`src/rtl/receive_data_if.sv`:
```
// Bus between the UART byte source and the frame receiver: byte strobe in,
// accepted-frame data, status pulses, counters and FSM debug state out.
interface receive_data_if;
    // data_ready is a valid-only strobe. Each cycle it is high, data_receive
    // carries one new byte that is consumed on that edge. There is no ready,
    // so the receiver can never apply backpressure.
    logic       data_ready;
    logic [7:0] data_receive;
    logic [7:0] data_feedback;
    logic [7:0] data_channel;
    logic       frame_valid;
    logic       frame_err;
    logic [7:0] err_count;
    logic [7:0] led;
    logic [1:0] dbg_state;

    modport master (
        output data_ready, data_receive,
        input  data_feedback, data_channel, frame_valid, frame_err,
        input  err_count, led, dbg_state
    );

    modport slave (
        input  data_ready, data_receive,
        output data_feedback, data_channel, frame_valid, frame_err,
        output err_count, led, dbg_state
    );
endinterface

```
`src/rtl/receive_data.sv`:
```
// Frame receiver for HEADER, feedback, channel, checksum (feedback ^ channel).
// It has an inter-byte idle timeout and counts good frames and dropped frames.
module receive_data #(
    parameter logic [7:0] HEADER  = 8'hA5,
    parameter int         TIMEOUT = 1000
) (
    input  logic          uart_clk,
    input  logic          rst_n,
    receive_data_if.slave bus
);

    typedef enum logic [1:0] {
        IDLE    = 2'd0,
        WAIT_FB = 2'd1,
        WAIT_CH = 2'd2,
        WAIT_CK = 2'd3
    } state_t;

    localparam int            GW      = (TIMEOUT > 1) ? $clog2(TIMEOUT) : 1;
    localparam logic [GW-1:0] GAP_MAX = GW'(TIMEOUT - 1);

    state_t        r_state;
    state_t        w_next;
    logic [GW-1:0] r_gap;
    logic [7:0]    r_fb_shadow;
    logic [7:0]    r_ch_shadow;
    logic [7:0]    r_data_feedback;
    logic [7:0]    r_data_channel;
    logic          r_frame_valid;
    logic          r_frame_err;
    logic [3:0]    r_good_count;
    logic [7:0]    r_err_count;

    logic          w_gap_hit;
    logic          w_load_fb;
    logic          w_load_ch;
    logic          w_accept;
    logic          w_reject;
    logic          w_timeout;

    // A byte arriving on the expiry cycle takes priority because every state
    // tests data_ready before it tests w_gap_hit.
    assign w_gap_hit = (r_gap == GAP_MAX);

    always_ff @(posedge uart_clk) begin
        if (!rst_n) begin
            r_state <= IDLE;
        end else begin
            r_state <= w_next;
        end
    end

    always_comb begin
        w_next    = r_state;
        w_load_fb = 1'b0;
        w_load_ch = 1'b0;
        w_accept  = 1'b0;
        w_reject  = 1'b0;
        w_timeout = 1'b0;
        case (r_state)
            IDLE: begin
                if (bus.data_ready && (bus.data_receive == HEADER)) begin
                    w_next = WAIT_FB;
                end
            end
            WAIT_FB: begin
                if (bus.data_ready) begin
                    w_load_fb = 1'b1;
                    w_next    = WAIT_CH;
                end else if (w_gap_hit) begin
                    w_timeout = 1'b1;
                    w_next    = IDLE;
                end
            end
            WAIT_CH: begin
                if (bus.data_ready) begin
                    w_load_ch = 1'b1;
                    w_next    = WAIT_CK;
                end else if (w_gap_hit) begin
                    w_timeout = 1'b1;
                    w_next    = IDLE;
                end
            end
            WAIT_CK: begin
                if (bus.data_ready) begin
                    if (bus.data_receive == (r_fb_shadow ^ r_ch_shadow)) begin
                        w_accept = 1'b1;
                    end else begin
                        w_reject = 1'b1;
                    end
                    w_next = IDLE;
                end else if (w_gap_hit) begin
                    w_timeout = 1'b1;
                    w_next    = IDLE;
                end
            end
            default: begin
                w_next = IDLE;
            end
        endcase
    end

    // Payload bytes go to the shadows first. The visible outputs change only
    // when a whole frame checks out.
    always_ff @(posedge uart_clk) begin
        if (!rst_n) begin
            r_gap           <= '0;
            r_fb_shadow     <= 8'h00;
            r_ch_shadow     <= 8'h00;
            r_data_feedback <= 8'h00;
            r_data_channel  <= 8'h00;
            r_frame_valid   <= 1'b0;
            r_frame_err     <= 1'b0;
            r_good_count    <= 4'h0;
            r_err_count     <= 8'h00;
        end else begin
            r_frame_valid <= w_accept;
            r_frame_err   <= w_reject | w_timeout;

            if (w_load_fb) begin
                r_fb_shadow <= bus.data_receive;
            end
            if (w_load_ch) begin
                r_ch_shadow <= bus.data_receive;
            end

            if (w_accept) begin
                r_data_feedback <= r_fb_shadow;
                r_data_channel  <= r_ch_shadow;
                r_good_count    <= r_good_count + 4'd1;
            end

            if ((w_reject || w_timeout) && (r_err_count != 8'hFF)) begin
                r_err_count <= r_err_count + 8'd1;
            end

            if (bus.data_ready || (r_state == IDLE) || w_gap_hit) begin
                r_gap <= '0;
            end else begin
                r_gap <= r_gap + 1'b1;
            end
        end
    end

    assign bus.data_feedback = r_data_feedback;
    assign bus.data_channel  = r_data_channel;
    assign bus.frame_valid   = r_frame_valid;
    assign bus.frame_err     = r_frame_err;
    assign bus.err_count     = r_err_count;
    assign bus.led           = {r_good_count, r_err_count[3:0]};
    assign bus.dbg_state     = r_state;

endmodule

```
`src/flat_wrapper.sv`:
```
// flat-port wrapper written by rule: the top's interface ports become plain ports
module receive_data_flat 
#(
    parameter logic [7:0] HEADER  = 8'hA5,
    parameter int         TIMEOUT = 1000
)
  (uart_clk, rst_n, bus_data_ready, bus_data_receive, bus_data_feedback, bus_data_channel, bus_frame_valid, bus_frame_err, bus_err_count, bus_led, bus_dbg_state);
  receive_data_if bus_i ();
  input  logic uart_clk;
  input  logic rst_n;
  input wire logic [$bits(bus_i.data_ready)-1:0] bus_data_ready;
  input wire logic [$bits(bus_i.data_receive)-1:0] bus_data_receive;
  output wire logic [$bits(bus_i.data_feedback)-1:0] bus_data_feedback;
  output wire logic [$bits(bus_i.data_channel)-1:0] bus_data_channel;
  output wire logic [$bits(bus_i.frame_valid)-1:0] bus_frame_valid;
  output wire logic [$bits(bus_i.frame_err)-1:0] bus_frame_err;
  output wire logic [$bits(bus_i.err_count)-1:0] bus_err_count;
  output wire logic [$bits(bus_i.led)-1:0] bus_led;
  output wire logic [$bits(bus_i.dbg_state)-1:0] bus_dbg_state;
  assign bus_i.data_ready = bus_data_ready;
  assign bus_i.data_receive = bus_data_receive;
  assign bus_data_feedback = bus_i.data_feedback;
  assign bus_data_channel = bus_i.data_channel;
  assign bus_frame_valid = bus_i.frame_valid;
  assign bus_frame_err = bus_i.frame_err;
  assign bus_err_count = bus_i.err_count;
  assign bus_led = bus_i.led;
  assign bus_dbg_state = bus_i.dbg_state;
  receive_data #(.HEADER(HEADER), .TIMEOUT(TIMEOUT)) u_core (.uart_clk(uart_clk), .rst_n(rst_n), .bus(bus_i));
endmodule
```
`config.mk`:
```
export PLATFORM = sky130hd
export DESIGN_NAME = receive_data_flat
export DESIGN_NICKNAME = d
export VERILOG_FILES = /design/src/rtl/receive_data_if.sv /design/src/rtl/receive_data.sv /design/src/flat_wrapper.sv
export SDC_FILE = /design/constraint.sdc
export NUM_CORES = 1
export LEC_CHECK = 0
export ABC_CLOCK_PERIOD_IN_PS = 3250
export CAP_MARGIN = 20
export CORE_UTILIZATION = 34
export DETAILED_ROUTE_END_ITERATION = 10
export SLEW_MARGIN = 20
export SYNTH_ARGS = -nofsm -noshare
export SYNTH_HDL_FRONTEND = slang
export SYNTH_SLANG_ARGS = --single-unit
```
`constraint.sdc`:
```
create_clock -name uart_clk -period 3.25 [get_ports uart_clk]
set_input_delay 0.65 -clock uart_clk [delete_from_list [all_inputs] [get_ports uart_clk]]
set_output_delay 0.65 -clock uart_clk [all_outputs]
set_load 0.05 [all_outputs]
```
Word level (Yosys, flattened, before mapping). Index checks and enable logic that the tools add are counted.

Logic and storage cells: 50. Bits of input ports: 11. Flip-flop bits (word level): 58. Output and inout port bits: 36.

Reductions and logical operators: 8. Bitwise logic cells: 3. Mux-type cells: 18. Add/subtract/negate cells: 3. Eq/ne operators: 8.

Operators by type and width (number): $mux W1 (12); $add A10 B1 Y10 const B (1); $eq A10 B10 Y1 const B (1); $mux W2 (5); $add A8 B1 Y8 const B (1); $eq A8 B8 Y1 (1); $eq A8 B8 Y1 const B (1); $ne A8 B8 Y1 const B (1); $pmux W2 S4 (1); $xor A8 B8 Y8 (1); $add A4 B1 Y4 const B (1); $eq A2 B2 Y1 const B (2); $logic_or A1 B1 Y1 (3); $reduce_or A3 Y1 (1); $eq A2 B1 Y1 const B (1); $logic_and A1 B1 Y1 (2); $logic_not A2 Y1 (1); $ne A2 B1 Y1 const B (1); $reduce_or A2 Y1 (1); $not A1 Y1 (1); $or A1 B1 Y1 (1).

Logic depth before layout (Yosys ltp). Gate-level depths: netlist of the first run.

Word-level depth: 7. Depth in mapped cells: 7. Gate-level depth less buffers: 6.

Worst setup path before layout of the first run. No wires, ideal clock.

Kind: in2reg. Start: input bus_data_receive[6]. End: register u_core.r_good_count[1]. Data required time: 3122 ps. Library setup time: 128 ps. Buffers on the path: 2. Slack: 1245 ps. Stages: 7. Arrival time: 1877 ps. Cells stage by stage: xnor3_1 > nand4_4 > nor3_1 > buf_4 > buf_6 > mux2i_1 > nor2_1.

Longest elaborated chain between the ends: 4.

RTL lines: start, declared (line flat_wrapper.sv:12) `input wire logic [$bits(bus_i.data_receive)-1:0] bus_data_receive;`; $eq A8 B8 Y1 (line receive_data.sv:86) `if (bus.data_receive == (r_fb_shadow ^ r_ch_shadow)) begin`; $mux W1 (line receive_data.sv:86); $mux W1 (line receive_data.sv:85) `if (bus.data_ready) begin`; $mux W1 (line receive_data.sv:60) `case (r_state)`; end signal, assigned (line receive_data.sv:130) `r_good_count <= r_good_count + 4'd1;`; end, declared (line receive_data.sv:31) `logic [3:0] r_good_count;`.

No other way between the ends. A chain may end at the register's enable or synchronous reset.

Worst setup path in the final report of the first run.
Start: register u_core.r_state[1], in the netlist u_core.bus.dbg_state[1]. End: output bus_dbg_state[1].

RTL lines: start, declared (line receive_data.sv:22) `state_t r_state;`; start signal, assigned (line receive_data.sv:49) `r_state <= w_next;`; end, declared (line flat_wrapper.sv:19) `output wire logic [$bits(bus_i.dbg_state)-1:0] bus_dbg_state;`.

No word-level cell between the ends.

==> results of run 1 <==
-- worst max-delay path by stage --
stage | slack (ns) | depth (start not counted) | to
3_5_place_dp | 0.63 | 6 | u_core.bus.err_count[5]
2_1_floorplan | 1.25 | 7 | u_core.r_good_count[1]
6_report | 0.93 | 1 | bus_dbg_state[1]
4_1_cts | 0.93 | 1 | bus_dbg_state[1]
5_1_grt | 0.82 | 6 | u_core.bus.err_count[5]
3_3_place_gp | 0.64 | 7 | u_core.r_good_count[3]
-- metal layers --
layer  track usage [%]  vias to the layer above  wire [µm]
li1                  -                      997          -
met1              18.7                      891       2630
met2              19.5                       38       2280
met3              2.54                       12        159
met4              10.1                        0        154
met5                 0                        -          0
-- power by group --
| part | switching, µW | internal [µW] | leakage, µW | total [µW] |
|---|---|---|---|---|
| registers | 0.152 | 711 | 0.000467 | 711 |
| logic | 26.7 | 25.9 | 0.000760 | 52.7 |
| clock network | 265 | 384 | 0.000101 | 649 |
| total | 291 | 1120 | 0.00133 | 1410 |
-- placed cells by master, fill, tap and decap left out, types with 2 or more instances in the layout --
cell type,count
dfxtp_1,58
nor2_1,46
clkdlybuf4s50_1,46
mux2i_1,38
nand2_1,11
clkbuf_8,11
xnor3_1,8
nand3_1,7
a21oi_1,6
xnor2_1,5
o21ai_0,5
inv_1,5
nand2b_1,4
buf_4,4
nand4_1,3
and3_1,3
or3_1,3
xor2_1,3
ha_1,3
nand4_4,2
nor3_2,2
or4_1,2
and3_2,2
nor4_1,2
nor3_1,2
nor4bb_1,2
a2111oi_0,2
a211oi_1,2
clkinv_2,2
-- through the flow --
| stage | cells | area (µm²) | setup slack [ns] |
|---|---|---|---|
| 6_report | 406 | 3350 | 0.934 |
| 5_1_grt | 406 | 3350 | 0.820 |
| 4_1_cts | 406 | 3350 | 0.932 |
| 3_5_place_dp | 392 | 3160 | 0.629 |
| 3_3_place_gp | 392 | 3160 | 0.641 |
| 2_1_floorplan | 257 | 2620 | 1.25 |
-- worst register-to-register path, stage by stage (launching register included) --
cell	delay (ns)
dfxtp_1	0.36
ha_1	0.21
nand4b_1	0.18
nor4_2	0.44
o22ai_1	0.21
or4_1	0.44
a21oi_1	0.16
-- kinds of logic (layout without fill, tap and decap cells) --
group,after synthesis,in the layout
XOR/XNOR,16,16
flip-flops,58,58
multiplexers,38,38
AND/OR/NAND/NOR,97,97
buffers and inverters,20,70
AO/OA/AOI/OAI,25,25
adder cells (fa/ha/maj),3,3
-- registers in the layout (all words and copies together), names as in the netlist, 2 cells and up --
name / flops
u_core.bus.data_channel: 8
u_core.bus.data_feedback: 8
u_core.bus.dbg_state: 2
u_core.bus.err_count: 8
u_core.r_ch_shadow: 8
u_core.r_fb_shadow: 8
u_core.r_gap: 10
u_core.r_good_count: 4
-- final cells by class --
class	instances	area, µm²	area share (%)
clock buffer	11	151	4.52
clock inverter	3	40.0	1.20
inverter	6	22.5	0.673
multi-input combinational	179	1360	40.6
sequential	58	1160	34.7
tap	99	124	3.70
timing repair buffer	50	490	14.7
==> impl_metrics.env, run 1 <==
export IMPL_core_area_mm2=0.00733
export IMPL_ios=47
export IMPL_synth_common_cells="dfxtp_1 (58), nor2_1 (46), mux2i_1 (38)"
export IMPL_grt_max_degree=43
export IMPL_worstHoldPathType="flip-flop to flip-flop"
export IMPL_cts_tree="done"
export IMPL_crit_arrival_ns=1.67
export IMPL_portBuffers=46
export IMPL_timing_rr_start="u_core.r_gap[0]"
export IMPL_clock_path_buffers=2
export IMPL_ys_seq_area_share_pct=44.4
export IMPL_firstDrtPassIters=4
export IMPL_yosysTopAreaCellShare_pct=44.4
export IMPL_die_area_mm2=0.00805
export IMPL_synth_most_common_cell="dfxtp_1"
export IMPL_cts_setup_buffers=0
export IMPL_yosysTopAreaCell="dfxtp_1"
export IMPL_cp_startpoint="u_core.bus.dbg_state[1]"
export IMPL_crit_slowest_cell="clkdlybuf4s50_1"
export IMPL_dieHeight_um=89.7
export IMPL_chipWidth_um=89.7
export IMPL_synth_simple_area_share_pct=19.7
export IMPL_cp_max_fo=8
export IMPL_relSlewSlack_pct=56.9
export IMPL_start_util_pct=35.7
export IMPL_p_leak_uw=0.00133
export IMPL_fillCellCount=697
export IMPL_skew_ns=0.00531
export IMPL_rows=31
export IMPL_rsz0062_at_grt="no"
export IMPL_hold_start="u_core.r_gap[0]"
export IMPL_drive_above_1_share_pct=9.45
export IMPL_clock_sinks=58
export IMPL_hold_end="u_core.r_gap[0]"
export IMPL_postRouteAntennaNets=0
export IMPL_worst_hold_slack_ns=0.468
export IMPL_slew_violations=0
export IMPL_ctsResizeCount=0
export IMPL_cts_root_buffer="clkbuf_8"
export IMPL_synth_seq_cells=58
export IMPL_critical_path_top_delay_family="buffers and inverters"
export IMPL_htree_levels=3
export IMPL_synth_compound_area_share_pct=6.46
export IMPL_routed_wirelength_um=5230
export IMPL_layout_nets=318
export IMPL_r2r_end="u_core.bus.err_count[5]"
export IMPL_hold_buffers=0
export IMPL_synth_top_family_by_area="simple AND/OR/NAND/NOR gates"
export IMPL_peakVddDrop_uv=187
export IMPL_power_density_mw_per_mm2=422
export IMPL_avgSynthCellArea_um2=10.2
export IMPL_globalplace_congestion=0.756
export IMPL_fin_crit_sh_pct=71.2
export IMPL_overflow=0
export IMPL_synth_nets=271
export IMPL_worst_setup_path_type="flip-flop to output port"
export IMPL_fmax_mhz=432
export IMPL_cp_data_required_time_ns=2.60
export IMPL_ys_flop_type="dfxtp_1"
export IMPL_synth_lib_cells_used_distinct=46
export IMPL_muxShareOfSynthArea_pct=14.5
export IMPL_clkLatencyLatePin_ns=0.33
export IMPL_drt_iter0_drc=80
export IMPL_detail_route_vias_per_cell=4.77
export IMPL_grt_util_all_layers_pct=13.8
export IMPL_cap_viol_max_count=0
export IMPL_num_vias=1938
export IMPL_worst_pin_slew_ns=0.645
export IMPL_endpoint_kind="output port"
export IMPL_synth_area_top_cells="dfxtp_1 (44%), mux2i_1 (15%), xnor3_1 (6.9%), nor2_1 (6.6%), xnor2_1 (1.7%)"
export IMPL_status="finished, final reports clean"
export IMPL_grt_pass1_vias=1828
export IMPL_power_uw=1410
export IMPL_cts_clk_slew_worst_paths_ns=0.06
export IMPL_worst_r2r_setup_slack_ns=1.17
export IMPL_start_kind="flip-flop"
export IMPL_drc=0
export IMPL_finalSetupViolations=0
export IMPL_num_antenna_cells=0
export IMPL_worstHoldPathCells=1
export IMPL_hold_viol=0
export IMPL_hpwl_um=3700
export IMPL_synth_edf_count=0
export IMPL_grt_pass1_wl_um=8800
export IMPL_fin_crit_ns=2.32
export IMPL_synthArstFlopShare_pct=0
export IMPL_synth_fa_ha_area_share_pct=1.43
export IMPL_wl_per_cell_um=12.9
export IMPL_syn_area_mm2=0.00262
export IMPL_worstPathCellList="clkdlybuf4s50_1"
export IMPL_area_growth_pct=27.9
export IMPL_worst_r2r_path_depth=6
export IMPL_grt_antenna_before_repair=0
export IMPL_cp_slowest_stage_delay_ns=0.86
export IMPL_ys_warnings_count=0
export IMPL_fin_util_pct=45.7
export IMPL_syn_instance_count=257
export IMPL_cp_num_buf_inv=1
export IMPL_tns_ns=0
export IMPL_cts_buffers=9
export IMPL_synthXorXnorAreaFrac_pct=9.56
Note: power is estimated with default switching activity, not from simulation.
==> inputs of run 2 (changes only) <==
Settings changed: ABC_CLOCK_PERIOD_IN_PS 3250 to 1900.
Clock period 3.25 ns to 1.9 ns, I/O delays scaled along.
==> impl_metrics.env, run 2 (synthesis gave the netlist of run 1 again) <==
export IMPL_status="finished, final reports clean"
export IMPL_worst_hold_slack_ns=0.398
export IMPL_drc=0
export IMPL_grt_pass1_vias=1856
export IMPL_final_cell_mix="buf_4 (53), dfxtp_1 (53), nor2_1 (45)"
export IMPL_crit_end="u_core.bus.err_count[7]"
export IMPL_globalplace_congestion=0.777
export IMPL_start_kind="flip-flop"
export IMPL_portBuffers=46
export IMPL_grt_antenna_before_repair=0
export IMPL_postRouteAntennaNets=0
export IMPL_fin_crit_ns=1.85
export IMPL_routed_wirelength_um=5770
export IMPL_hold_buffers=0
export IMPL_worstHoldPathType="primary input to flip-flop"
export IMPL_clock_sinks=58
export IMPL_cts_buffers=9
export IMPL_start_util_pct=35.7
export IMPL_grt_util_all_layers_pct=14.6
export IMPL_cts_clk_slew_worst_paths_ns=0.06
export IMPL_cts_tree="done"
export IMPL_num_vias=2068
export IMPL_chipWidth_um=89.7
export IMPL_cp_data_required_time_ns=2.16
export IMPL_num_antenna_cells=0
export IMPL_drive_above_1_share_pct=28.2
export IMPL_power_density_mw_per_mm2=630
export IMPL_p_leak_uw=0.00150
export IMPL_rows=31
export IMPL_firstDrtPassIters=4
export IMPL_dieHeight_um=89.7
export IMPL_endpoint_kind="flip-flop"
export IMPL_core_area_mm2=0.00733
export IMPL_fmax_mhz=540
export IMPL_placed_area_mm2=0.00328
export IMPL_slew_violations=0
export IMPL_fin_util_pct=48.4
export IMPL_grt_pass1_wl_um=9150
export IMPL_wl_per_cell_um=13.4
export IMPL_ios=47
export IMPL_die_area_mm2=0.00805
export IMPL_fin_cells=432
export IMPL_finalSetupViolations=0
export IMPL_tns_ns=0
export IMPL_worst_r2r_path_depth=5
export IMPL_skew_ns=0.00640
export IMPL_worst_r2r_setup_slack_ns=0.05
export IMPL_cap_viol_max_count=0
export IMPL_hpwl_um=3970
export IMPL_r2r_end="u_core.bus.err_count[7]"
export IMPL_timing_rr_start="u_core.r_gap[1]"
export IMPL_htree_levels=3
export IMPL_largest_reg_flops=10
export IMPL_grt_max_degree=32
export IMPL_drt_iter0_drc=72
export IMPL_crit_arrival_ns=2.11
export IMPL_cp_startpoint="u_core.r_gap[1]"
export IMPL_largest_register="u_core.r_gap"
export IMPL_overflow=0
export IMPL_worst_setup_path_type="flip-flop to flip-flop"
export IMPL_worst_pin_slew_ns=0.492
export IMPL_fin_crit_sh_pct=97.5
export IMPL_cp_max_fo=6
export IMPL_layout_nets=343
export IMPL_hold_viol=0
export IMPL_place_inst=414
export IMPL_clkLatencyLatePin_ns=0.34
export IMPL_clock_path_buffers=2
export IMPL_relSlewSlack_pct=67.1
export IMPL_peakVddDrop_uv=341
export IMPL_detail_route_vias_per_cell=4.79
export IMPL_cts_root_buffer="clkbuf_8"
export IMPL_area_growth_pct=35.5
export IMPL_finish_instance_area_mm2=0.00355
run 2: changes by cell type in the layout (fill, tap and decap cells not counted), sizes merged:
cell / before / now
bufinv: 1 / 0
dlymetal6s2s: 0 / 1
clkdlybuf4s50: 46 / 17
clkinv: 3 / 5
buf: 4 / 57
run 2: critical path, stage by stage, from the launching register on:
cell and delay, ns:
dfxtp_2 0.35, ha_4 0.14, nand4b_1 0.15, or4_4 0.62, a211o_1 0.33, a211oi_2 0.18
run 2: where the power goes:
part	internal, µW	switching [µW]
Clock	456	465
Combinational	47.1	50.3
Sequential	1220	0.266
Total	1720	516
run 2: cell type report:
| cell class | count | area, µm² |
|---|---|---|
| Clock buffer | 11 | 131 |
| Fill cell | 689 | 3780 |
| Sequential cell | 58 | 1170 |
| Multi-Input combinational cell | 179 | 1440 |
| Inverter | 6 | 22.5 |
| Timing Repair Buffer | 75 | 643 |
| Tap cell | 99 | 124 |
| Clock inverter | 4 | 20.0 |
run 2: worst min-delay path by stage:
stage                        start               endpoint  slack (ns)  depth (start not counted)
3_3_place_gp       u_core.r_gap[9]        u_core.r_gap[9]        0.47                          2
3_5_place_dp       u_core.r_gap[9]        u_core.r_gap[9]        0.48                          2
6_report       bus_data_receive[5]  u_core.r_fb_shadow[5]        0.40                          3
5_1_grt        bus_data_receive[5]  u_core.r_fb_shadow[5]        0.42                          3
2_1_floorplan      u_core.r_gap[0]        u_core.r_gap[0]        0.43                          1
4_1_cts            u_core.r_gap[9]        u_core.r_gap[9]        0.49                          2
run 2: what timing repair did:
action | 4_1_cts | 5_1_grt
endpoints found under the setup margin | 4 | 27
pin swaps | 0 | 16
cloned | 0 | 1
setup buffers | 0 | 2
gates resized for setup | 2 | 21
run 2: through the flow:
stage	worst slack, ns	power [µW]
after detailed placement	-0.356	1350
after global placement	-0.305	1350
after floorplan	0.0545	1290
final	0.0474	2240
after global routing	-0.00683	2340
after CTS	-0.000108	2280
run 2: routing by layer:
| metal | routed length, µm | track usage [%] | vias up |
|---|---|---|---|
| met4 | 150 | 10.2 | 0 |
| met2 | 2610 | 21.0 | 32 |
| met1 | 2860 | 19.7 | 981 |
| met3 | 147 | 2.79 | 10 |
| li1 | - | - | 1045 |
| met5 | 0 | 0 | - |
